--- config.mk ---
export PLATFORM = sky130hd
export DESIGN_NAME = pipe_skid_stage
export DESIGN_NICKNAME = d
export VERILOG_FILES = /design/src/rtl/pipe_skid_stage.sv
export SDC_FILE = /design/constraint.sdc
export NUM_CORES = 1
export LEC_CHECK = 0
export BUFFER_PORTS_ARGS = -buffer_cell sky130_fd_sc_hd__clkbuf_2
export CAP_MARGIN = 40
export CORE_AREA = 2 2 90 136
export DETAILED_ROUTE_END_ITERATION = 8
export DIE_AREA = 0 0 92 138
export GPL_ROUTABILITY_DRIVEN = 0
export SYNTH_ARGS = -nofsm -noshare
export SYNTH_HDL_FRONTEND = slang
export SYNTH_SLANG_ARGS = --single-unit
--- constraint.sdc ---
create_clock -name clock -period 1.6 [get_ports clock]
set_input_delay 0.24 -clock clock [delete_from_list [all_inputs] [get_ports clock]]
set_output_delay 0.24 -clock clock [all_outputs]
set_load 0.05 [all_outputs]
--- src/rtl/pipe_skid_stage.sv ---
// pipe_skid_stage: one-entry pipeline stage with a skid register, so in_ready comes straight from a flop.
module pipe_skid_stage #(
  parameter int WIDTH = 32,
  parameter logic [WIDTH-1:0] NOP_VAL = {WIDTH{1'b0}},
  parameter bit BYPASS = 1'b0
) (
  input  logic             clock,
  input  logic             reset,
  input  logic             flush,
  input  logic             in_valid,
  output logic             in_ready,
  input  logic [WIDTH-1:0] in_data,
  output logic             out_valid,
  input  logic             out_ready,
  output logic [WIDTH-1:0] out_data,
  output logic [1:0]       level
);
  if (BYPASS) begin : g_bypass
    wire unused_clk = clock ^ reset;
    assign out_valid = in_valid & ~flush;
    assign in_ready  = out_ready | flush;
    assign out_data  = (flush | ~in_valid) ? NOP_VAL : in_data;
    assign level     = 2'd0;
  end else begin : g_reg
    typedef enum logic [1:0] {EMPTY = 2'd0, ONE = 2'd1, FULL = 2'd2} state_t;
    state_t state = EMPTY;
    state_t state_n;
    logic [WIDTH-1:0] main_q = NOP_VAL;
    logic [WIDTH-1:0] skid_q = NOP_VAL;
    logic [WIDTH-1:0] main_n, skid_n;
    logic ready_q = 1'b1;
    logic in_fire, out_fire;
    assign in_ready  = ready_q;
    assign out_valid = state != EMPTY;
    assign out_data  = main_q;
    assign level     = state;
    assign in_fire   = in_valid & ready_q;
    assign out_fire  = out_valid & out_ready;
    always_comb begin
      state_n = state;
      main_n  = main_q;
      skid_n  = skid_q;
      if (flush) begin
        state_n = EMPTY;
        main_n  = NOP_VAL;
      end else if (state == EMPTY) begin
        if (in_fire) begin
          state_n = ONE;
          main_n  = in_data;
        end
      end else if (state == ONE) begin
        if (in_fire && !out_fire) begin
          state_n = FULL;
          skid_n  = in_data;
        end else if (in_fire) begin
          main_n = in_data;
        end else if (out_fire) begin
          state_n = EMPTY;
          main_n  = NOP_VAL;
        end
      end else if (out_fire) begin
        state_n = ONE;
        main_n  = skid_q;
      end
    end
    always_ff @(posedge clock) begin
      if (reset) begin
        state   <= EMPTY;
        main_q  <= NOP_VAL;
        skid_q  <= NOP_VAL;
        ready_q <= 1'b1;
      end else begin
        state   <= state_n;
        main_q  <= main_n;
        skid_q  <= skid_n;
        ready_q <= state_n != FULL;
      end
    end
  end
endmodule

# Yosys cells after proc, flatten, opt, wreduce, memory -nomap -nowiden
# Index checks and enable logic that the tools add are counted.
# W data, S select, Z words.
[totals]
ff_bits = 67
out_inout_bits = 36
elab_cells = 36
[op_classes]
eq_ne = 5
n_mux = 15
bitwise_logic = 4
n_reduce_logical = 8
[op_table]
columns = ["op", "count"]
rows = [
  ["$mux W32", 7],
  ["$mux W2", 8],
  ["$reduce_and A4 Y1", 2],
  ["$ne A2 B2 Y1 const B", 2],
  ["$ne A4 B3 Y1 const B", 1],
  ["$ne A3 B3 Y1 const B", 1],
  ["$reduce_bool A3 Y1", 1],
  ["$and A1 B1 Y1", 2],
  ["$eq A2 B1 Y1 const B", 1],
  ["$logic_not A2 Y1", 1],
  ["$not A1 Y1", 2],
  ["$reduce_bool A2 Y1", 1],
  ["$reduce_or A2 Y1", 1],
  ["$logic_and A1 B1 Y1", 1],
  ["$logic_not A1 Y1", 1],
]

# Logic depth before layout (Yosys ltp)
# Gate-level depths: netlist of the first run.
[logic_depth]
depth_word = 9
depth_mapped = 7
depth_no_buf = 3

# Worst setup path after synthesis of the first run
# OpenSTA, ideal clock, no wires.
[synth_path]
kind = "reg-to-output"
start = "register g_reg.state[1], in the netlist level[1]"
end = "output port out_valid"
arrival_time_ns = 1.674
path_slack_ns = -0.314
path_stages_with_launch = 5
path_cell_list = "dfxtp_1 buf_2 buf_1 clkbuf_1 or2_2"
[synth_between]
elab_chain_cells = 1
[synth_rtl]
columns = ["item", "line_no", "source"]
rows = [
  ["start, declared", "26", "state_t state = EMPTY;"],
  ["start signal, assigned", "73", "state <= state_n;"],
  ["$reduce_bool A2 Y1", "34", "assign out_valid = state != EMPTY;"],
  ["end, declared", "13", "output logic out_valid,"],
]
# Every way passes these cells.

# Worst setup path in the final report of the first run
[layout_path]
start = "register g_reg.state[0], in the netlist level[0]"
end = "output port out_valid"
# The elaborated chain is that of the path after synthesis.

==> reports/metrics.cfg, run 1 <==
[routing]
routedWlPerCell_um = 15.3
drc = 0
vias_per_cell = 5.04
drt-initial-drc-count = 171
detail-route-antenna-nets = 0
drt_wl_total_um = 8730
num_vias = 2885
first_pass_iters = 4

[setup_path]
r2r_start = in_ready$_SDFF_PP1_
critPathMaxStageDelay_ns = 0.34
critical_path_arrival_ns = 1.30
critPathLaunchType = register
crit_required_ns = 1.36
cp-end-kind = primary output
critical_path.startpoint = level[0]$_SDFF_PP0_
path_cells = buf_4 > or2_4 > clkbuf_2
slowest_stage = dfxtp_2
path_class = reg -> out
crit_fanout = 6

[finish]
final_cells = 572
final_common_cell = clkbuf_2
syn_to_final_growth_pct = 27.6
mostFrequentLayoutCells = 71 x clkbuf_2, 64 x dfxtp_1, 35 x a21oi_1
antenna_cells = 0
final_area_um2 = 4040
fillCellCount = 1235
final_net_count = 452
drive_gt1_share_pct = 35.1

[clocking]
cts_tree = done
cts_resized = 0
postCtsHoldBufs = 0
htreeDepth = 3
numCtsBuffers = 9
clk_latency_ns = 0.33
root_buffer = clkbuf_16
cts_setup_buffers = 0
cts_sinks = 67
cts.path.max_buffers = 2
clkTransAtPathRegs_ns = 0.06

[timing]
clock_skew_ns = 0.00452
finalHoldViolCount = 0
tightest_slew_ns = 0.365
fmax_mhz = 649
fin_crit_ns = 1.54
drv_slew = 0
period_share_pct = 96.3
tns_ns = 0
setup_violations = 0
rsz0062_at_grt = false
maxSlewHeadroom_pct = 75.6

[power_and_ir_drop]
vdd_ir_drop_max_uv = 479
power.leakage_uw = 0.00143
power_density_nw_per_um2 = 1110

[die]
die_w_um = 92
die_y_um = 138
rows = 49
start_util_pct = 27.2
io_pins = 73
dieArea_um2 = 12700
core_um2 = 11600

[place]
numPortBuffers = 72
dp_hpwl_um = 6380
postPlaceCellArea_um2 = 3730
placed_cells = 557

[global_route]
gr-usage-all-layers_pct = 13.9
gr-total-overflow = 0
antenna_found_initial = 0
grt_pass1_vias = 2816
grt_max_degree = 66
grt_pass1_wl_um = 14200

[synthesis]
syn_inst = 355
yosys_warnings = 0
seq_area_frac_synth_pct = 42.4
ys_top_cells_by_area = dfxtp_1 42%, a311oi_2 14%, nand3b_1 7.8%, a21oi_1 5.5%, nand3_1 5.2%
yosysTopAreaCell = dfxtp_1
ys_types = 28
syn_area_um2 = 3160
synth_top_area_share_pct = 42.4
syn-num-nets = 392
ys_seq_elements = 67
syn_area_per_cell_um2 = 8.91

[flow_run]
maxCapViolCount = 0

[worst_hold_path]
worstHoldStart = in_data[8]
hold_class = in -> reg

[outcome]
status = finished clean

==> area by class of cell <==
cell class | count | area [um2] | area share [%]
clock inverters | 4 | 51.3 | 1.27
multi-input cells | 244 | 1640 | 40.7
well taps | 153 | 191 | 4.74
repair buffers | 92 | 558 | 13.8
clock buffers | 11 | 243 | 6.02
inverters | 1 | 3.75 | 0.0930
flip-flops and latches | 67 | 1350 | 33.4
==> synth_stat cells, drive strengths merged <==
master and number:
a21bo 1, a21oi 35, a311oi 32, and3b 1
and4b 1, buf 13, clkbuf 30, dfxtp 67
inv 1, mux2 1, nand2 33, nand3 33
nand3b 33, nor2 1, nor3 33, nor3b 1
nor4bb 1, o21a 1, o21ai 32, o221a 1
or2 3, or3b 1
==> per-stage QoR <==
step	util (%)	setup WS, ns	hold WS, ns	power, uW
floorplan	-	0.0245	0.346	2340
CTS	34.6	0.0141	0.146	4510
finish	34.6	0.0596	0.152	4460
global route	34.6	0.0107	0.178	4630
global placement	32.0	0.199	0.461	2540
detailed placement	32.0	0.126	0.467	2560
==> routing by layer <==
| metal | vias to the layer above | part of all wire [%] | wire, um | track usage (%) |
|---|---|---|---|---|
| li1 | 1431 | - | - | - |
| met1 | 1377 | 39 | 3400 | 15.1 |
| met2 | 62 | 55 | 4760 | 25.5 |
| met3 | 15 | 4.4 | 380 | 3.22 |
| met4 | 0 | 2.1 | 185 | 6.13 |
| met5 | - | 0 | 0 | 0 |
==> logic make-up after synthesis <==
logic type             share of synthesized area [%]
multiplexers                                   0.356
AND/OR/NAND/NOR                                 24.6
flip-flops                                      42.4
buffers and inverters                           6.49
AO/OA/AOI/OAI                                   26.1
==> power by group <==
part | switching [uW] | total (uW) | internal, uW | leakage [uW]
registers | 38.0 | 1760 | 1720 | 0.000545
clock network | 705 | 1940 | 1240 | 0.000142
logic | 506 | 754 | 248 | 0.000746
==> critical path, delay by kind of cell, from the launching register on <==
kind                   cells  cell delay, ns
buffers and inverters      2            0.40
flip-flops                 1            0.34
AND/OR/NAND/NOR            1            0.24
==> registers in the layout, indices dropped and copies added (netlist names) <==
| register | count |
|---|---|
| g_reg.skid_q | 32 |
| level | 2 |
| out_data | 32 |
| in_ready | 1 |
==> worst paths after layout <==
| check | end | slack, ns | cells after the start |
|---|---|---|---|
| worst min register to register | out_data[18]$_SDFFE_PP0P_ | 0.48 | 2 |
| worst max-delay path | out_valid | 0.06 | 3 |
| worst max register to register | out_data[14]$_SDFFE_PP0P_ | 0.12 | 4 |
| worst min-delay path | g_reg.skid_q[8]$_SDFFE_PP0P_ | 0.15 | 3 |
Note: power is estimated with default switching activity, not from simulation.
==> run 2: changes to the inputs <==
CELL_PAD_IN_SITES_DETAIL_PLACEMENT = 1   (was unset)
CELL_PAD_IN_SITES_GLOBAL_PLACEMENT = 2   (was unset)
PLACE_DENSITY_LB_ADDON = 0.1   (was unset)
==> run 2 against run 1 <==
Effect of this change: hold slack barely moved; sequential share of layout area decreased by 0.69 points; die area did not move; routed wire length increased by 17%; setup slack got worse by 0.027 ns; global-route usage grew 2.8 points; core utilization increased by 0.73 points; sequential power about the same; count of clock-buffer cells in the layout rose by 3; clock skew up 0.00052 ns; register-to-register slack better by 0.02 ns; non-clock buffer count up 4; largest cell class unchanged.
==> reports/metrics.cfg, run 2 (synthesized netlist as in run 1, its figures left out) <==
[setup_path]
crit_fanout = 36  ; was 6
ff2ff_path_depth = 4  ; unchanged
cp-end-kind = primary output  ; unchanged
rr_endpoint = out_data[13]$_SDFFE_PP0P_  ; was out_data[14]$_SDFFE_PP0P_
critical_path_arrival_ns = 1.33  ; was 1.30 ns
crit_required_ns = 1.36  ; about the same
r2r_start = level[0]$_SDFF_PP0_  ; was in_ready$_SDFF_PP1_
rrSetupSlack_ns = 0.14  ; was 0.12 ns
slowest_stage = dfxtp_4  ; was dfxtp_2
path_cells = buf_12 > or2_4 > clkbuf_4  ; was buf_4 > or2_4 > clkbuf_2
critPathMaxStageDelay_ns = 0.38  ; was 0.34 ns
path_class = reg -> out  ; unchanged
critPathLaunchType = register  ; unchanged

[die]
start_util_pct = 27.2  ; unchanged
die_y_um = 138  ; unchanged
rows = 49  ; unchanged
io_pins = 73  ; unchanged
core_um2 = 11600  ; unchanged
die_w_um = 92  ; unchanged
dieArea_um2 = 12700  ; unchanged

[timing]
clock_skew_ns = 0.00504  ; was 0.00452 ns
setup_violations = 0  ; unchanged
drv_slew = 0  ; unchanged
finalHoldViolCount = 0  ; unchanged
fin_crit_ns = 1.57  ; was 1.54 ns
period_share_pct = 97.9  ; was 96.3%
fmax_mhz = 638  ; was 649 MHz
tightest_slew_ns = 0.407  ; was 0.365 ns
maxSlewHeadroom_pct = 72.9  ; was 75.6%

[routing]
vias_per_cell = 5.12  ; was 5.04
drc = 0  ; unchanged
detail-route-antenna-nets = 0  ; unchanged
num_vias = 2951  ; was 2885
routedWlPerCell_um = 17.8  ; was 15.3 um
drt_wl_total_um = 10200  ; was 8730 um
drt-initial-drc-count = 83  ; was 171
first_pass_iters = 4  ; unchanged

[finish]
final_common_cell = clkbuf_2  ; unchanged
final_cells = 576  ; was 572
antenna_cells = 0  ; unchanged
final_net_count = 456  ; was 452
syn_to_final_growth_pct = 30.3  ; was 27.6%
drive_gt1_share_pct = 35.5  ; was 35.1%
mostFrequentLayoutCells = 71 x clkbuf_2, 64 x dfxtp_1, 35 x a21oi_1  ; unchanged

[place]
placed_cells = 561  ; was 557
numPortBuffers = 72  ; unchanged
dp_hpwl_um = 6790  ; was 6380 um

[global_route]
busiest_layer = met2  ; unchanged
grt_pass1_vias = 3039  ; was 2816
use_met1_pct = 19.2  ; was 15.1%
gr-usage-met3_pct = 3.38  ; was 3.22%
gr-usage-all-layers_pct = 16.7  ; was 13.9%
grt_max_degree = 37  ; was 66
use_met2_pct = 30.4  ; was 25.5%
gr-total-overflow = 0  ; unchanged
antenna_found_initial = 0  ; unchanged
grt_pass1_wl_um = 16600  ; was 14200 um

[flow_run]
maxCapViolCount = 0  ; unchanged

[worst_hold_path]
holdPathEnd = g_reg.skid_q[11]$_SDFFE_PP0P_  ; was g_reg.skid_q[8]$_SDFFE_PP0P_
hold_depth = 3  ; unchanged
hold_class = in -> reg  ; unchanged
worstHoldStart = in_data[11]  ; was in_data[8]

[power_and_ir_drop]
vdd_ir_drop_max_uv = 594  ; was 479 uV
power_density_nw_per_um2 = 1090  ; was 1110 nW/um2
power.total_uw = 4500  ; was 4460 uW
power.leakage_uw = 0.00148  ; was 0.00143 uW

[clocking]
numCtsBuffers = 9  ; unchanged
cts.path.max_buffers = 2  ; unchanged
clkTransAtPathRegs_ns = 0.05  ; was 0.06 ns
htreeDepth = 3  ; unchanged
cts_tree = done  ; unchanged
cts_sinks = 67  ; unchanged
clk_latency_ns = 0.33  ; about the same
root_buffer = clkbuf_16  ; unchanged

[outcome]
status = finished clean  ; unchanged

-- run 2: where the power goes --
group	switching [uW]	total [uW]	internal, uW
clock	716	1930	1220
combinational	534	807	273
sequential	33.7	1760	1720
-- run 2: worst max-delay path, delay by kind of cell, from the launching register on --
family	cells	cell delay, ns
flops	1	0.38
buf+inv	2	0.38
simple gates	1	0.23
-- run 2: routing by layer --
layer	vias to the layer above	routed length [um]
met5	-	0
met4	0	133
met3	10	342
met2	56	5390
met1	1449	4380
li1	1436	-
-- run 2: worst max path at each step --
| stage | from | end | slack [ns] | cells past startpoint |
|---|---|---|---|---|
| final | level[1]$_SDFF_PP0_ | out_valid | 0.03 | 3 |
| after global routing | level[1]$_SDFF_PP0_ | out_valid | -0.002 | 3 |
| after CTS | level[1]$_SDFF_PP0_ | out_valid | 0.007 | 3 |
| after detailed placement | level[0]$_SDFF_PP0_ | out_data[13]$_SDFFE_PP0P_ | 0.05 | 4 |
| after global placement | level[0]$_SDFF_PP0_ | out_data[2]$_SDFFE_PP0P_ | 0.14 | 4 |
| after floorplan | level[1]$_SDFF_PP0_ | out_data[0]$_SDFFE_PP0P_ | 0.02 | 7 |
-- run 2: layout make-up --
| class | count | area (um2) |
|---|---|---|
| clock buffer | 14 | 285 |
| multi-input combinational | 244 | 1640 |
| tap | 153 | 191 |
| fill | 1412 | 7530 |
| inverter | 1 | 3.75 |
| timing repair buffer | 96 | 647 |
| sequential | 67 | 1350 |
| clock inverter | 1 | 5.00 |
-- run 2: metrics by stage --
| stage | hold slack, ns | util (%) | cell area, um2 | setup TNS, ns | worst slack, ns |
|---|---|---|---|---|---|
| 4_1_cts | 0.141 | 35.3 | 4110 | 0 | 0.00652 |
| 6_report | 0.151 | 35.4 | 4120 | 0 | 0.0329 |
| 2_1_floorplan | 0.346 | - | 3170 | 0 | 0.0245 |
| 3_5_place_dp | 0.469 | 32.7 | 3810 | 0 | 0.0499 |
| 5_1_grt | 0.160 | 35.4 | 4120 | -0.00207 | -0.00207 |
| 3_3_place_gp | 0.462 | 32.7 | 3810 | 0 | 0.139 |
-- run 2: what timing repair did --
action,in CTS,in global routing
hold buffers,0,0
endpoints found under the setup margin,2,2
pin swaps,0,0
setup buffers,0,0
resized for setup,3,2
==> run 3: changes to the inputs <==
==> constraint.sdc (replaced) <==
create_clock -name clock -period 1.6 [get_ports clock]
set_input_delay 0 -clock clock [delete_from_list [all_inputs] [get_ports clock]]
set_output_delay 0 -clock clock [all_outputs]
set_load 0.05 [all_outputs]
==> run 3 against run 2 <==
Effect of this change: sequential power barely moved; via count rose by 2.5%; first-iteration DRC count rose by 13%; count of clock-buffer cells in the layout fell by 1; core utilization rose by 2.9 points; combinational power rose by 5.9%; setup slack improved by 0.11 ns; clock power rose by 20%; critical path depth did not move; largest cell class unchanged; highest routed layer unchanged.
==> reports/metrics.cfg, run 3 (synthesized netlist as in run 1, its figures left out) <==
[outcome]
status = finished clean  ; unchanged

[routing]
num_vias = 3024  ; was 2951
drt-initial-drc-count = 94  ; was 83
routedWlPerCell_um = 17.7  ; was 17.8 um
dr_wl_met3_um = 317  ; was 342 um
first_pass_iters = 4  ; unchanged
drc = 0  ; unchanged
detail-route-antenna-nets = 0  ; unchanged
vias_per_cell = 4.97  ; was 5.12
highest_layer = met4  ; unchanged
wl_met1_um = 4480  ; was 4380 um
wl_met2_um = 5850  ; was 5390 um
drt_wl_total_um = 10800  ; was 10200 um

[clocking]
postCtsHoldBufs = 33  ; was 0
cts_setup_buffers = 0  ; unchanged
clk_latency_ns = 0.33  ; about the same
htreeDepth = 3  ; unchanged
clkTransAtPathRegs_ns = 0.05  ; about the same
cts_sinks = 67  ; unchanged
cts.path.max_buffers = 2  ; unchanged
cts_resized = 0  ; was 3
numCtsBuffers = 9  ; unchanged
root_buffer = clkbuf_16  ; unchanged
cts_tree = done  ; unchanged

[global_route]
antenna_found_initial = 0  ; unchanged
grt_pass1_wl_um = 17500  ; was 16600 um
gr-usage-all-layers_pct = 17.6  ; was 16.7%
grt_pass1_vias = 3229  ; was 3039
gr-total-overflow = 0  ; unchanged
grt_max_degree = 41  ; was 37

[place]
dp_hpwl_um = 6780  ; was 6790 um
numPortBuffers = 72  ; unchanged

[timing]
period_share_pct = 90.8  ; was 97.9%
tns_ns = 0  ; unchanged
clock_skew_ns = 0.00729  ; was 0.00504 ns
rsz0062_at_grt = false
tightest_slew_ns = 0.425  ; was 0.407 ns
maxSlewHeadroom_pct = 71.7  ; was 72.9%
drv_slew = 0  ; unchanged
fmax_mhz = 688  ; was 638 MHz
setup_violations = 0  ; unchanged
finalHoldViolCount = 0  ; unchanged
fin_crit_ns = 1.45  ; was 1.57 ns

[power_and_ir_drop]
power.total_uw = 4930  ; was 4500 uW
switching_power_uw = 1310  ; was 1280 uW
sw_frac_of_total_pct = 26.7  ; was 28.5%
intPower_uw = 3620  ; was 3220 uW
comb_power_share_pct = 17.3  ; was 17.9%
vdd_ir_drop_max_uv = 479  ; was 594 uV
clockPowerShare_pct = 47.0  ; was 43.0%
power.leakage_uw = 0.00163  ; was 0.00148 uW
power.share.sequential_pct = 35.7  ; was 39.1%
power_density_nw_per_um2 = 1100  ; was 1090 nW/um2

[setup_path]
critical_path.top_delay_family = buffers and inverters  ; was flip-flops
slowest_stage = dfxtp_4  ; unchanged
critical_path_arrival_ns = 1.45  ; was 1.33 ns
critPathLaunchType = register  ; unchanged
crit_top_cell = buf_4
path_class = reg -> out  ; unchanged
crit_required_ns = 1.60  ; was 1.36 ns
path_cells = buf_4 > buf_4 > clkbuf_2  ; was buf_12 > or2_4 > clkbuf_4
cp_num_buf_inv = 3  ; was 2
cp-end-kind = primary output  ; unchanged
critPathMaxStageDelay_ns = 0.37  ; was 0.38 ns
crit_fanout = 18  ; was 36

[finish]
mostFrequentLayoutCells = 72 x clkbuf_2, 64 x dfxtp_1, 35 x a21oi_1  ; was 71 x clkbuf_2, 64 x dfxtp_1, 35 x a21oi_1
drive_gt1_share_pct = 33.3  ; was 35.5%
antenna_cells = 0  ; unchanged
syn_to_final_growth_pct = 41.1  ; was 30.3%
final_common_cell = clkbuf_2  ; unchanged
fin_util_pct = 38.3  ; was 35.4%
final_net_count = 488  ; was 456

[die]
rows = 49  ; unchanged
die_w_um = 92  ; unchanged
io_pins = 73  ; unchanged
start_util_pct = 27.2  ; unchanged
die_y_um = 138  ; unchanged
core_um2 = 11600  ; unchanged
dieArea_um2 = 12700  ; unchanged

[flow_run]
maxCapViolCount = 0  ; unchanged

[worst_hold_path]
hold_class = in -> reg  ; unchanged

run 3: cell types whose count changed in the layout (fill, tap and decap cells not counted):
| cell | previous run | this run |
|---|---|---|
| buf_4 | 15 | 18 |
| or2_4 | 1 | 0 |
| buf_12 | 8 | 5 |
| clkbuf_8 | 2 | 3 |
| bufinv_16 | 0 | 2 |
| clkbuf_4 | 1 | 0 |
| or2_2 | 2 | 3 |
| clkbuf_2 | 71 | 72 |
| dlygate4sd3_1 | 0 | 33 |
| buf_6 | 1 | 0 |
| clkbuf_1 | 2 | 0 |
run 3: worst paths after layout:
kind | start | endpoint | slack, ns | cells after the start
worst max-delay path | level[1]$_SDFF_PP0_ | level[1] | 0.15 | 3
worst min-delay path | out_ready | in_ready$_SDFF_PP1_ | 0.03 | 3
worst max register to register | level[0]$_SDFF_PP0_ | out_data[18]$_SDFFE_PP0P_ | 0.17 | 4
worst min register to register | g_reg.skid_q[14]$_SDFFE_PP0P_ | g_reg.skid_q[14]$_SDFFE_PP0P_ | 0.48 | 2
run 3: metrics by stage:
| stage | hold slack (ns) | cell area (um2) | cells | setup slack [ns] |
|---|---|---|---|---|
| 2_1_floorplan | 0.106 | 3170 | 355 | 0.0247 |
| 3_3_place_gp | 0.254 | 3780 | 560 | 0.193 |
| 3_5_place_dp | 0.259 | 3780 | 560 | 0.164 |
| 4_1_cts | 0.0235 | 4460 | 609 | 0.127 |
| 5_1_grt | 0.0422 | 4460 | 609 | 0.0588 |
| 6_report | 0.0256 | 4460 | 609 | 0.147 |
run 3: routing by layer:
metal | up-vias | global-route usage (%)
met5 | - | 0
met4 | 0 | 5.42
met3 | 7 | 3.16
met2 | 53 | 32.5
met1 | 1463 | 20.4
li1 | 1501 | -
run 3: worst register-to-register path: stages (launching register included):
cell	delay [ns]
dfxtp_2	0.34
o21a_1	0.20
or2_2	0.34
buf_4	0.21
a311oi_1	0.25
run 3: cell type report:
| class | instances | area (um2) |
|---|---|---|
| fill | 1386 | 7190 |
| multi-input combinational | 244 | 1640 |
| sequential | 67 | 1350 |
| timing repair buffer | 128 | 926 |
| clock buffer | 13 | 292 |
| tap | 153 | 191 |
| clock inverter | 3 | 65.1 |
| inverter | 1 | 3.75 |
run 3: power groups by stage:
| stage | logic [uW] | registers [uW] | clock network (uW) |
|---|---|---|---|
| after floorplan | 375 | 1960 | 0 |
| after global placement | 801 | 1790 | 0 |
| after detailed placement | 809 | 1790 | 0 |
| after CTS | 873 | 1760 | 2390 |
| after global routing | 924 | 1760 | 2460 |
| final | 855 | 1760 | 2320 |
